==> src/rtl/alu_sequencer_pkg.sv <==
// Shared constants for the ALU sequencer: widths, instruction classes, ALU op codes,
// flag bit positions and the sequencer state encoding.
package alu_sequencer_pkg;

    localparam int DEFAULT_DATA_WIDTH = 16;
    localparam int DEFAULT_NUM_REGS   = 16;
    localparam int REG_ADDR_W         = 4;

    localparam logic [3:0] CLASS_ALU = 4'b0001;
    localparam logic [3:0] CLASS_IMM = 4'b0010;

    typedef enum logic [3:0] {
        OP_ADD = 4'd0,
        OP_SUB = 4'd1,
        OP_AND = 4'd2,
        OP_OR  = 4'd3,
        OP_XOR = 4'd4,
        OP_NOT = 4'd5,
        OP_SHL = 4'd6,
        OP_SHR = 4'd7,
        OP_MUL = 4'd8
    } alu_op_t;

    localparam int FLAG_Z = 0;
    localparam int FLAG_C = 1;
    localparam int FLAG_N = 2;
    localparam int FLAG_O = 3;

    typedef enum logic [1:0] {
        S_IDLE = 2'd0,
        S_READ = 2'd1,
        S_EXEC = 2'd2,
        S_WB   = 2'd3
    } seq_state_t;

endpackage

==> src/rtl/alu_sequencer_if.sv <==
// Instruction handshake plus ALU operand/result bus. master = fetch path and ALU,
// slave = sequencer.
interface alu_sequencer_if
    import alu_sequencer_pkg::*;
#(
    parameter int DATA_WIDTH = DEFAULT_DATA_WIDTH
);
    logic                  instr_valid;
    logic                  instr_ready;
    logic [15:0]           instr_op;
    logic [11:0]           instr_addr;
    logic [15:0]           alu_opcode;
    logic [DATA_WIDTH-1:0] alu_a;
    logic [DATA_WIDTH-1:0] alu_b;
    logic [DATA_WIDTH-1:0] alu_c;
    logic [3:0]            alu_flags;

    modport master (
        output instr_valid, instr_op, instr_addr, alu_c, alu_flags,
        input  instr_ready, alu_opcode, alu_a, alu_b
    );

    modport slave (
        input  instr_valid, instr_op, instr_addr, alu_c, alu_flags,
        output instr_ready, alu_opcode, alu_a, alu_b
    );
endinterface

==> src/rtl/alu_seq_regfile.sv <==
// Register file: two combinational read ports, a debug read port and one
// synchronous write port; asynchronous reset clears every entry.
module alu_seq_regfile #(
    parameter int DATA_WIDTH = 16,
    parameter int NUM_REGS   = 16,
    parameter int ADDR_W     = 4
) (
    input  logic                  clk,
    input  logic                  reset,
    input  logic                  wr_en,
    input  logic [ADDR_W-1:0]     wr_addr,
    input  logic [DATA_WIDTH-1:0] wr_data,
    input  logic [ADDR_W-1:0]     rd_addr_a,
    output logic [DATA_WIDTH-1:0] rd_data_a,
    input  logic [ADDR_W-1:0]     rd_addr_b,
    output logic [DATA_WIDTH-1:0] rd_data_b,
    input  logic [ADDR_W-1:0]     dbg_addr,
    output logic [DATA_WIDTH-1:0] dbg_data
);
    logic [DATA_WIDTH-1:0] rf [NUM_REGS];

    always_ff @(posedge clk or posedge reset) begin
        if (reset) begin
            for (int i = 0; i < NUM_REGS; i++) rf[i] <= '0;
        end else if (wr_en) begin
            rf[wr_addr] <= wr_data;
        end
    end

    assign rd_data_a = rf[rd_addr_a];
    assign rd_data_b = rf[rd_addr_b];
    assign dbg_data  = rf[dbg_addr];
endmodule

==> src/rtl/alu_sequencer.sv <==
// ALU issue sequencer: IDLE -> READ -> EXEC -> WB, one instruction per four cycles.
// Define ALU_SEQ_IMMEDIATE_EN to execute class 4'b0010 as an immediate ALU op.
//   state  | meaning
//   S_IDLE | ready for an instruction; external register loads allowed
//   S_READ | register operands and opcode towards the ALU
//   S_EXEC | ALU inputs stable; capture result and flags
//   S_WB   | write result/flags for ALU classes; pulse done next cycle
module alu_sequencer
    import alu_sequencer_pkg::*;
#(
    parameter int DATA_WIDTH = DEFAULT_DATA_WIDTH,
    parameter int NUM_REGS   = DEFAULT_NUM_REGS
) (
    input  logic                  clk,
    input  logic                  reset,
    alu_sequencer_if.slave        bus,
    output logic                  done,
    output logic [3:0]            flags,
    input  logic                  ext_wr_en,
    input  logic [REG_ADDR_W-1:0] ext_wr_addr,
    input  logic [DATA_WIDTH-1:0] ext_wr_data,
    input  logic [REG_ADDR_W-1:0] dbg_rd_addr,
    output logic [DATA_WIDTH-1:0] dbg_rd_data
);
    seq_state_t state_q, state_d;

    logic [15:0]           op_q;
    logic [11:0]           addr_q;
    logic [DATA_WIDTH-1:0] result_q;
    logic [3:0]            flags_q;
    logic                  is_imm, does_wb;

    logic                  rf_we;
    logic [REG_ADDR_W-1:0] rf_waddr;
    logic [DATA_WIDTH-1:0] rf_wdata, rd_a, rd_b;

`ifdef ALU_SEQ_IMMEDIATE_EN
    assign is_imm = (op_q[15:12] == CLASS_IMM);
`else
    assign is_imm = 1'b0;
`endif
    assign does_wb = (op_q[15:12] == CLASS_ALU) || is_imm;

    always_ff @(posedge clk or posedge reset) begin
        if (reset) state_q <= S_IDLE;
        else       state_q <= state_d;
    end

    always_comb begin
        state_d         = state_q;
        bus.instr_ready = 1'b0;
        rf_we           = 1'b0;
        rf_waddr        = ext_wr_addr;
        rf_wdata        = ext_wr_data;
        case (state_q)
            S_IDLE: begin
                bus.instr_ready = 1'b1;
                rf_we           = ext_wr_en;
                if (bus.instr_valid) state_d = S_READ;
            end
            S_READ: state_d = S_EXEC;
            S_EXEC: state_d = S_WB;
            S_WB: begin
                state_d = S_IDLE;
                if (does_wb) begin
                    rf_we    = 1'b1;
                    rf_waddr = addr_q[11:8];
                    rf_wdata = result_q;
                end
            end
            default: state_d = S_IDLE;
        endcase
    end

    always_ff @(posedge clk or posedge reset) begin
        if (reset) begin
            op_q           <= '0;
            addr_q         <= '0;
            result_q       <= '0;
            flags_q        <= '0;
            bus.alu_opcode <= '0;
            bus.alu_a      <= '0;
            bus.alu_b      <= '0;
            flags          <= 4'b0001;
            done           <= 1'b0;
        end else begin
            done <= 1'b0;
            case (state_q)
                S_IDLE: begin
                    if (bus.instr_valid) begin
                        op_q   <= bus.instr_op;
                        addr_q <= bus.instr_addr;
                    end
                end
                S_READ: begin
                    // immediate ops reach the ALU as ordinary ALU-class opcodes
                    bus.alu_opcode <= is_imm ? {CLASS_ALU, op_q[11:0]} : op_q;
                    bus.alu_a      <= rd_a;
                    bus.alu_b      <= is_imm ? {{(DATA_WIDTH-4){1'b0}}, addr_q[3:0]} : rd_b;
                end
                S_EXEC: begin
                    result_q <= bus.alu_c;
                    flags_q  <= bus.alu_flags;
                end
                S_WB: begin
                    if (does_wb) flags <= flags_q;
                    done           <= 1'b1;
                    bus.alu_opcode <= '0;
                end
                default: ;
            endcase
        end
    end

    alu_seq_regfile #(
        .DATA_WIDTH (DATA_WIDTH),
        .NUM_REGS   (NUM_REGS),
        .ADDR_W     (REG_ADDR_W)
    ) u_regfile (
        .clk       (clk),
        .reset     (reset),
        .wr_en     (rf_we),
        .wr_addr   (rf_waddr),
        .wr_data   (rf_wdata),
        .rd_addr_a (addr_q[7:4]),
        .rd_data_a (rd_a),
        .rd_addr_b (addr_q[3:0]),
        .rd_data_b (rd_b),
        .dbg_addr  (dbg_rd_addr),
        .dbg_data  (dbg_rd_data)
    );
endmodule

==> src/flat_wrapper.sv <==
// flat-port wrapper written by rule: the top's interface ports become plain ports
module alu_sequencer_flat import alu_sequencer_pkg::*;
#(
    parameter int DATA_WIDTH = DEFAULT_DATA_WIDTH,
    parameter int NUM_REGS   = DEFAULT_NUM_REGS
)
  (clk, reset, done, flags, ext_wr_en, ext_wr_addr, ext_wr_data, dbg_rd_addr, dbg_rd_data, bus_instr_valid, bus_instr_op, bus_instr_addr, bus_alu_c, bus_alu_flags, bus_instr_ready, bus_alu_opcode, bus_alu_a, bus_alu_b);
  alu_sequencer_if #(.DATA_WIDTH(DATA_WIDTH)) bus_i ();
  input  logic clk;
  input  logic reset;
  output logic done;
  output logic [3:0] flags;
  input  logic ext_wr_en;
  input  logic [REG_ADDR_W-1:0] ext_wr_addr;
  input  logic [DATA_WIDTH-1:0] ext_wr_data;
  input  logic [REG_ADDR_W-1:0] dbg_rd_addr;
  output logic [DATA_WIDTH-1:0] dbg_rd_data;
  input wire logic [$bits(bus_i.instr_valid)-1:0] bus_instr_valid;
  input wire logic [$bits(bus_i.instr_op)-1:0] bus_instr_op;
  input wire logic [$bits(bus_i.instr_addr)-1:0] bus_instr_addr;
  input wire logic [$bits(bus_i.alu_c)-1:0] bus_alu_c;
  input wire logic [$bits(bus_i.alu_flags)-1:0] bus_alu_flags;
  output wire logic [$bits(bus_i.instr_ready)-1:0] bus_instr_ready;
  output wire logic [$bits(bus_i.alu_opcode)-1:0] bus_alu_opcode;
  output wire logic [$bits(bus_i.alu_a)-1:0] bus_alu_a;
  output wire logic [$bits(bus_i.alu_b)-1:0] bus_alu_b;
  assign bus_i.instr_valid = bus_instr_valid;
  assign bus_i.instr_op = bus_instr_op;
  assign bus_i.instr_addr = bus_instr_addr;
  assign bus_i.alu_c = bus_alu_c;
  assign bus_i.alu_flags = bus_alu_flags;
  assign bus_instr_ready = bus_i.instr_ready;
  assign bus_alu_opcode = bus_i.alu_opcode;
  assign bus_alu_a = bus_i.alu_a;
  assign bus_alu_b = bus_i.alu_b;
  alu_sequencer #(.DATA_WIDTH(DATA_WIDTH), .NUM_REGS(NUM_REGS)) u_core (.clk(clk), .reset(reset), .bus(bus_i), .done(done), .flags(flags), .ext_wr_en(ext_wr_en), .ext_wr_addr(ext_wr_addr), .ext_wr_data(ext_wr_data), .dbg_rd_addr(dbg_rd_addr), .dbg_rd_data(dbg_rd_data));
endmodule
==> config.mk <==
export PLATFORM = sky130hd
export DESIGN_NAME = alu_sequencer_flat
export DESIGN_NICKNAME = d
export VERILOG_FILES = /design/src/rtl/alu_sequencer_pkg.sv /design/src/rtl/alu_sequencer_if.sv /design/src/rtl/alu_seq_regfile.sv /design/src/rtl/alu_sequencer.sv /design/src/flat_wrapper.sv
export SDC_FILE = /design/constraint.sdc
export NUM_CORES = 1
export LEC_CHECK = 0
export CAP_MARGIN = 20
export CORE_ASPECT_RATIO = 0.8
export CORE_MARGIN = 2
export CORE_UTILIZATION = 50
export CTS_BUF_LIST = sky130_fd_sc_hd__clkbuf_2
export CTS_CLUSTER_SIZE = 24
export DETAILED_ROUTE_END_ITERATION = 16
export HOLD_SLACK_MARGIN = 0.02
export PLACE_DENSITY = 0.7
export SLEW_MARGIN = 20
export SYNTH_ARGS = -nofsm -noshare
export SYNTH_HDL_FRONTEND = slang
export SYNTH_SLANG_ARGS = --single-unit
export TNS_END_PERCENT = 30
==> constraint.sdc <==
create_clock -name clk -period 30.8 [get_ports clk]
set_input_delay 7.7 -clock clk [delete_from_list [all_inputs] [get_ports clk]]
set_output_delay 7.7 -clock clk [all_outputs]
set_load 0.02 [all_outputs]
# After elaboration in Yosys (flattened, before gate mapping)
# Cells that the tools add are included.
op_classes:
  n_bitwise: 4
  n_eq_ne: 5
  n_reduce_logical: 5
  magnitude_cmp: 5
  mux: 23
op_table:
  columns: ["cell", "n"]
  rows:
  - ["$bwmux 256", 1]
  - ["$bmux 16 s4", 3]
  - ["$mux 16", 9]
  - ["$demux 16 s4", 1]
  - ["$pmux 16 s2", 1]
  - ["$ge 5x5->1 const B", 4]
  - ["$not 4->5", 4]
  - ["$mux 4", 2]
  - ["$pmux 2 s4", 1]
  - ["$lt 5x1->1 const B", 1]
  - ["$eq 2x2->1 const B", 2]
  - ["$eq 4x1->1 const B", 1]
  - ["$reduce_and 2->1", 2]
  - ["$mux 1", 3]
  - ["$eq 2x1->1 const B", 1]
  - ["$logic_not 2->1", 1]
  - ["$mux 2", 1]
  - ["$ne 2x2->1 const B", 1]
  - ["$pmux 1 s2", 1]
  - ["$reduce_bool 2->1", 1]
  - ["$logic_and 1x1->1", 1]
word_totals:
  wordCells: 68
  ff_bits: 359
  inputBits: 76

# Logic depth before layout (Yosys ltp)
logic_depth:
  depth_word: 9
  depth_mapped: 9
  ltp_nobuf: 6

# Modules after synthesis
# Synthesis repeated with hierarchy kept, for this count alone.
hier_totals:
  cells_unflattened: 1256
  hier_area_um2: 19481.2
modules_own_cells:
  columns: ["module", "seq_area_each_um2", "cells_each", "area_per_inst_um2", "instances"]
  rows:
  - ["alu_seq_regfile", 6406.1, 986, 15230.9, 1]
  - ["alu_sequencer", 2578.7, 270, 4250.3, 1]

# Least setup slack after synthesis
# OpenSTA, ideal clock, no wires.
synth_path:
  path_kind: "input-to-output"
  start: "input dbg_rd_addr[0]"
  end: "output dbg_rd_data[11]"
  path_slack_ns: 13.534
  path_buffers: 2
  required_time_ns: 23.100
  cell_stages: 4
  arrival_ns: 9.566
  path_cell_list: "clkbuf_1 -> clkbuf_1 -> mux4_2 -> mux4_2"
synth_between:
  elab_chain_cells: 4
synth_lines:
  columns: ["element", "line_no", "text"]
  rows:
  - ["start: declaration", "flat_wrapper.sv:16", "input logic [REG_ADDR_W-1:0] dbg_rd_addr;"]
  - ["$not 4->5 (implied by the code)", "alu_seq_regfile.sv:32", "assign dbg_data = rf[dbg_addr];"]
  - ["$bmux 16 s4", "alu_seq_regfile.sv:32", null]
  - ["$mux 16 (implied by the code) (2 in a row)", "alu_seq_regfile.sv:32", null]
  - ["end: declaration", "flat_wrapper.sv:17", "output logic [DATA_WIDTH-1:0] dbg_rd_data;"]
# No other way between the ends. The select of a mux whose other input is x is not followed.

# Worst setup path in the final report
layout_path:
  start: "input dbg_rd_addr[0]"
  end: "output dbg_rd_data[8]"
# Same word-level chain as after synthesis.

==> results.toml <==
[power]
netSwitchingPower_mw = 0.858
netSwitchingFraction = 0.412
peakVddDrop_mv = 0.0529
p_seq_frac = 0.393
internal_power_mw = 1.22
p_leak_nw = 9.97
combPwrFrac = 0.442
power_frac_clock = 0.165
power.density_nw_per_um2 = 91.5

[floorplanning]
dieArea_um2 = 41800
core_um2 = 39500
io_pins = 146
dieWidth_um = 228
start_util = 0.508
rows = 65
die_h_um = 183

[critical_path]
slowest_stage = "buf_4"
timing.rr.start = "u_core.state_q[0]"
worst_r2r_path_depth = 6
required_ps = 23100
path_buf_inv = 3
crit_chain = "buf_4 -> buf_4 -> mux4_2 -> mux4_2 -> clkdlybuf4s50_1"
worstReg2RegEnd = "u_core.u_regfile.rf[154]"
slowest_delay_ps = 640
critical-path-top-delay-family = "buffers and inverters"
crit_fanout = 36
reg2reg_slack_ps = 27340
startpoint_type = "primary input"
worst_ep_arrival_time_ps = 10580
cp-end-kind = "output port"
crit_type = "primary input to output port"

[clock_network]
clockRootBuffer = "clkbuf_2"
cts_tree = "done"
cts_resized = 0
cts_setup_buffers = 0
worstSkewPairLatency_ps = 1110
cts_buffer_depth = 3
clkTransAtPathRegs_ps = 90
numCtsBuffers = 92
h-tree-depth = 3
cts_hold_buf = 0
cts_sinks = 359

[min_path]
holdPathStages = 2
worstHoldPathType = "flip-flop to flip-flop"
hold_start = "u_core.flags[0]"
min_to = "u_core.flags[0]"

[routing]
antenna_left = 0
vias = 14137
post_drt_via_cell_ratio = 6.49
drc = 0
detail_route.iter0.violations = 1690
drt_wl_total_um = 60500
wl_per_cell_um = 27.8
dr.pass1.iters = 5

[logic_synthesis]
synthTopCellsByArea = "dfrtp_1, mux4_2, mux2_2, mux2i_1, a22oi_1"
synth_top_area_share = 0.446
synth-edff-count = 0
syn-mean-instance-area_um2 = 14.0
yosys_warnings = 0
yosysMostFrequentCell = "dfrtp_1"
synth_commonest_cells = "dfrtp_1, mux2_2, mux2i_1, mux4_2, a22oi_1"
synth_nets = 1514
synthFlopType = "dfrtp_1"
yosysTopAreaCell = "dfrtp_1"
synth.distinct_cells = 41
synth-seq-area-share = 0.447
syn-instance-count = 1433
synthArstFlopShare = 1.00
synth-seq-cells = 359
mappedNetlistArea_um2 = 20100

[outcome]
status = "completed"

[layout]
nFillCells = 3274
fin_util = 0.575
drive_gt1_frac = 0.399
final_nets = 1655
area_delta_synth_final_pct = 13.2

[global_route]
grt_pass1_vias = 14412
antenna_found_initial = 2
grt_first_pass_wirelength_um = 92700
grt_max_degree = 174
grt_util_all_layers = 0.296
grt-ovfl-total = 0

[sta]
finalHoldViolations = 0
max-slew-margin-rel = 0.172
period_share = 0.594
fmax_mhz = 54.7
min_period_ps = 18280
finClkSkew_ps = 113
finalSetupViolCount = 0
tightestPinTransition_ps = 1240
rsz0062_at_grt = "no"
fin_setup_tns_ps = 0
drv_slew = 0

[run]
maxCapViolations = 0

[placed_design]
gp_congestion = 0.856
dp_hpwl_um = 36400
numPortBuffers = 145
routing by layer:
| layer | vias to the layer above | global-route usage | part of all wire |
|---|---|---|---|
| met5 | - | 0 | 0 |
| met4 | 0 | 0.114 | 0.033 |
| met3 | 167 | 0.0706 | 0.089 |
| met2 | 789 | 0.445 | 0.45 |
| met1 | 7342 | 0.419 | 0.43 |
| li1 | 5839 | - | - |
sequential cells by signal (all words and copies together) (netlist names):
register,count
u_core.flags_q,4
u_core.bus.alu_opcode,16
u_core.state_q,2
u_core.u_regfile.rf,256
u_core.flags,4
u_core.result_q,16
u_core.bus.alu_b,16
u_core.bus.alu_a,16
u_core.addr_q,12
u_core.op_q,16
u_core.done,1
power by group through the flow:
stage	Sequential (mW)	Combinational, mW	Clock, mW
4_1_cts	0.811	0.912	0.352
6_report	0.817	0.920	0.343
2_1_floorplan	0.758	0.644	0
5_1_grt	0.837	0.974	0.377
3_5_place_dp	0.819	0.908	0
3_3_place_gp	0.814	0.894	0
cell usage in the layout (no fill, tap or decap), types with 2 or more instances in the layout:
cell type and count:
a21boi_0 3, a21oi_1 33, a22o_1 2, a22oi_1 64
a31oi_1 32, a32o_1 8, and2_1 6, and3b_1 3
buf_12 2, buf_4 39, bufinv_16 3, clkbuf_2 126
clkdlybuf4s50_1 143, clkinv_1 15, clkinv_2 12, dfrtp_1 354
dfrtp_2 2, dfrtp_4 2, diode_2 4, ha_1 4
inv_1 3, mux2_1 18, mux2_2 283, mux2_4 20
mux2i_1 144, mux4_2 144, nand2_1 46, nand2b_1 2
nand3_1 33, nand3b_1 2, nor2_1 51, nor2b_1 10
nor3_1 4, nor3b_1 2, o21ai_2 3, o32ai_4 6
final cells by class:
| class | instances | area [um^2] | area share |
|---|---|---|---|
| inverter | 4 | 22.5 | 0.000990 |
| timing repair buffer | 185 | 1770 | 0.0778 |
| tap | 536 | 671 | 0.0295 |
| sequential | 359 | 8990 | 0.396 |
| multi-input combinational | 932 | 10400 | 0.458 |
| clock buffer | 126 | 631 | 0.0277 |
| clock inverter | 33 | 226 | 0.00996 |
| antenna | 4 | 10.0 | 0.000440 |
worst max-delay path by stage:
| stage | cells past startpoint | start | end | slack, ps |
|---|---|---|---|---|
| floorplan | 1 | reset | u_core.addr_q[0] | 13140 |
| global placement | 5 | dbg_rd_addr[0] | dbg_rd_data[10] | 12520 |
| detailed placement | 5 | dbg_rd_addr[0] | dbg_rd_data[8] | 12450 |
| CTS | 5 | dbg_rd_addr[0] | dbg_rd_data[8] | 12450 |
| global route | 5 | dbg_rd_addr[0] | dbg_rd_data[10] | 12310 |
| finish | 5 | dbg_rd_addr[0] | dbg_rd_data[8] | 12520 |
cell families (layout without fill, tap and decap cells):
family	Yosys count	count (layout)	synth area share
AO/OA/AOI/OAI	152	152	0.0563
adder cells (fa/ha/maj)	5	5	0.00311
buffers and inverters	142	348	0.0364
flip-flops	359	359	0.447
multiplexers	609	609	0.417
other	0	4	0
AND/OR/NAND/NOR	166	166	0.0398
worst reg2reg max path, cell delays in order, from the launching register on:
cell and delay (ps):
dfrtp_1 440, ha_1 760, nor4b_4 540, nand2_4 370, o32ai_4 400, buf_4 440, mux2_2 390
per-stage QoR:
| step | setup WS [ps] | cells | area [um^2] | total power, mW | hold WS [ps] |
|---|---|---|---|---|---|
| 4_1_cts | 12450 | 2174 | 22700 | 2.08 | 466 |
| 2_1_floorplan | 13140 | 1433 | 20100 | 1.40 | 434 |
| 5_1_grt | 12310 | 2179 | 22700 | 2.19 | 515 |
| 6_report | 12520 | 2179 | 22700 | 2.08 | 461 |
| 3_3_place_gp | 12520 | 2015 | 21900 | 1.71 | 440 |
| 3_5_place_dp | 12450 | 2015 | 21900 | 1.73 | 453 |
Note: power is estimated with default switching activity, not from simulation.
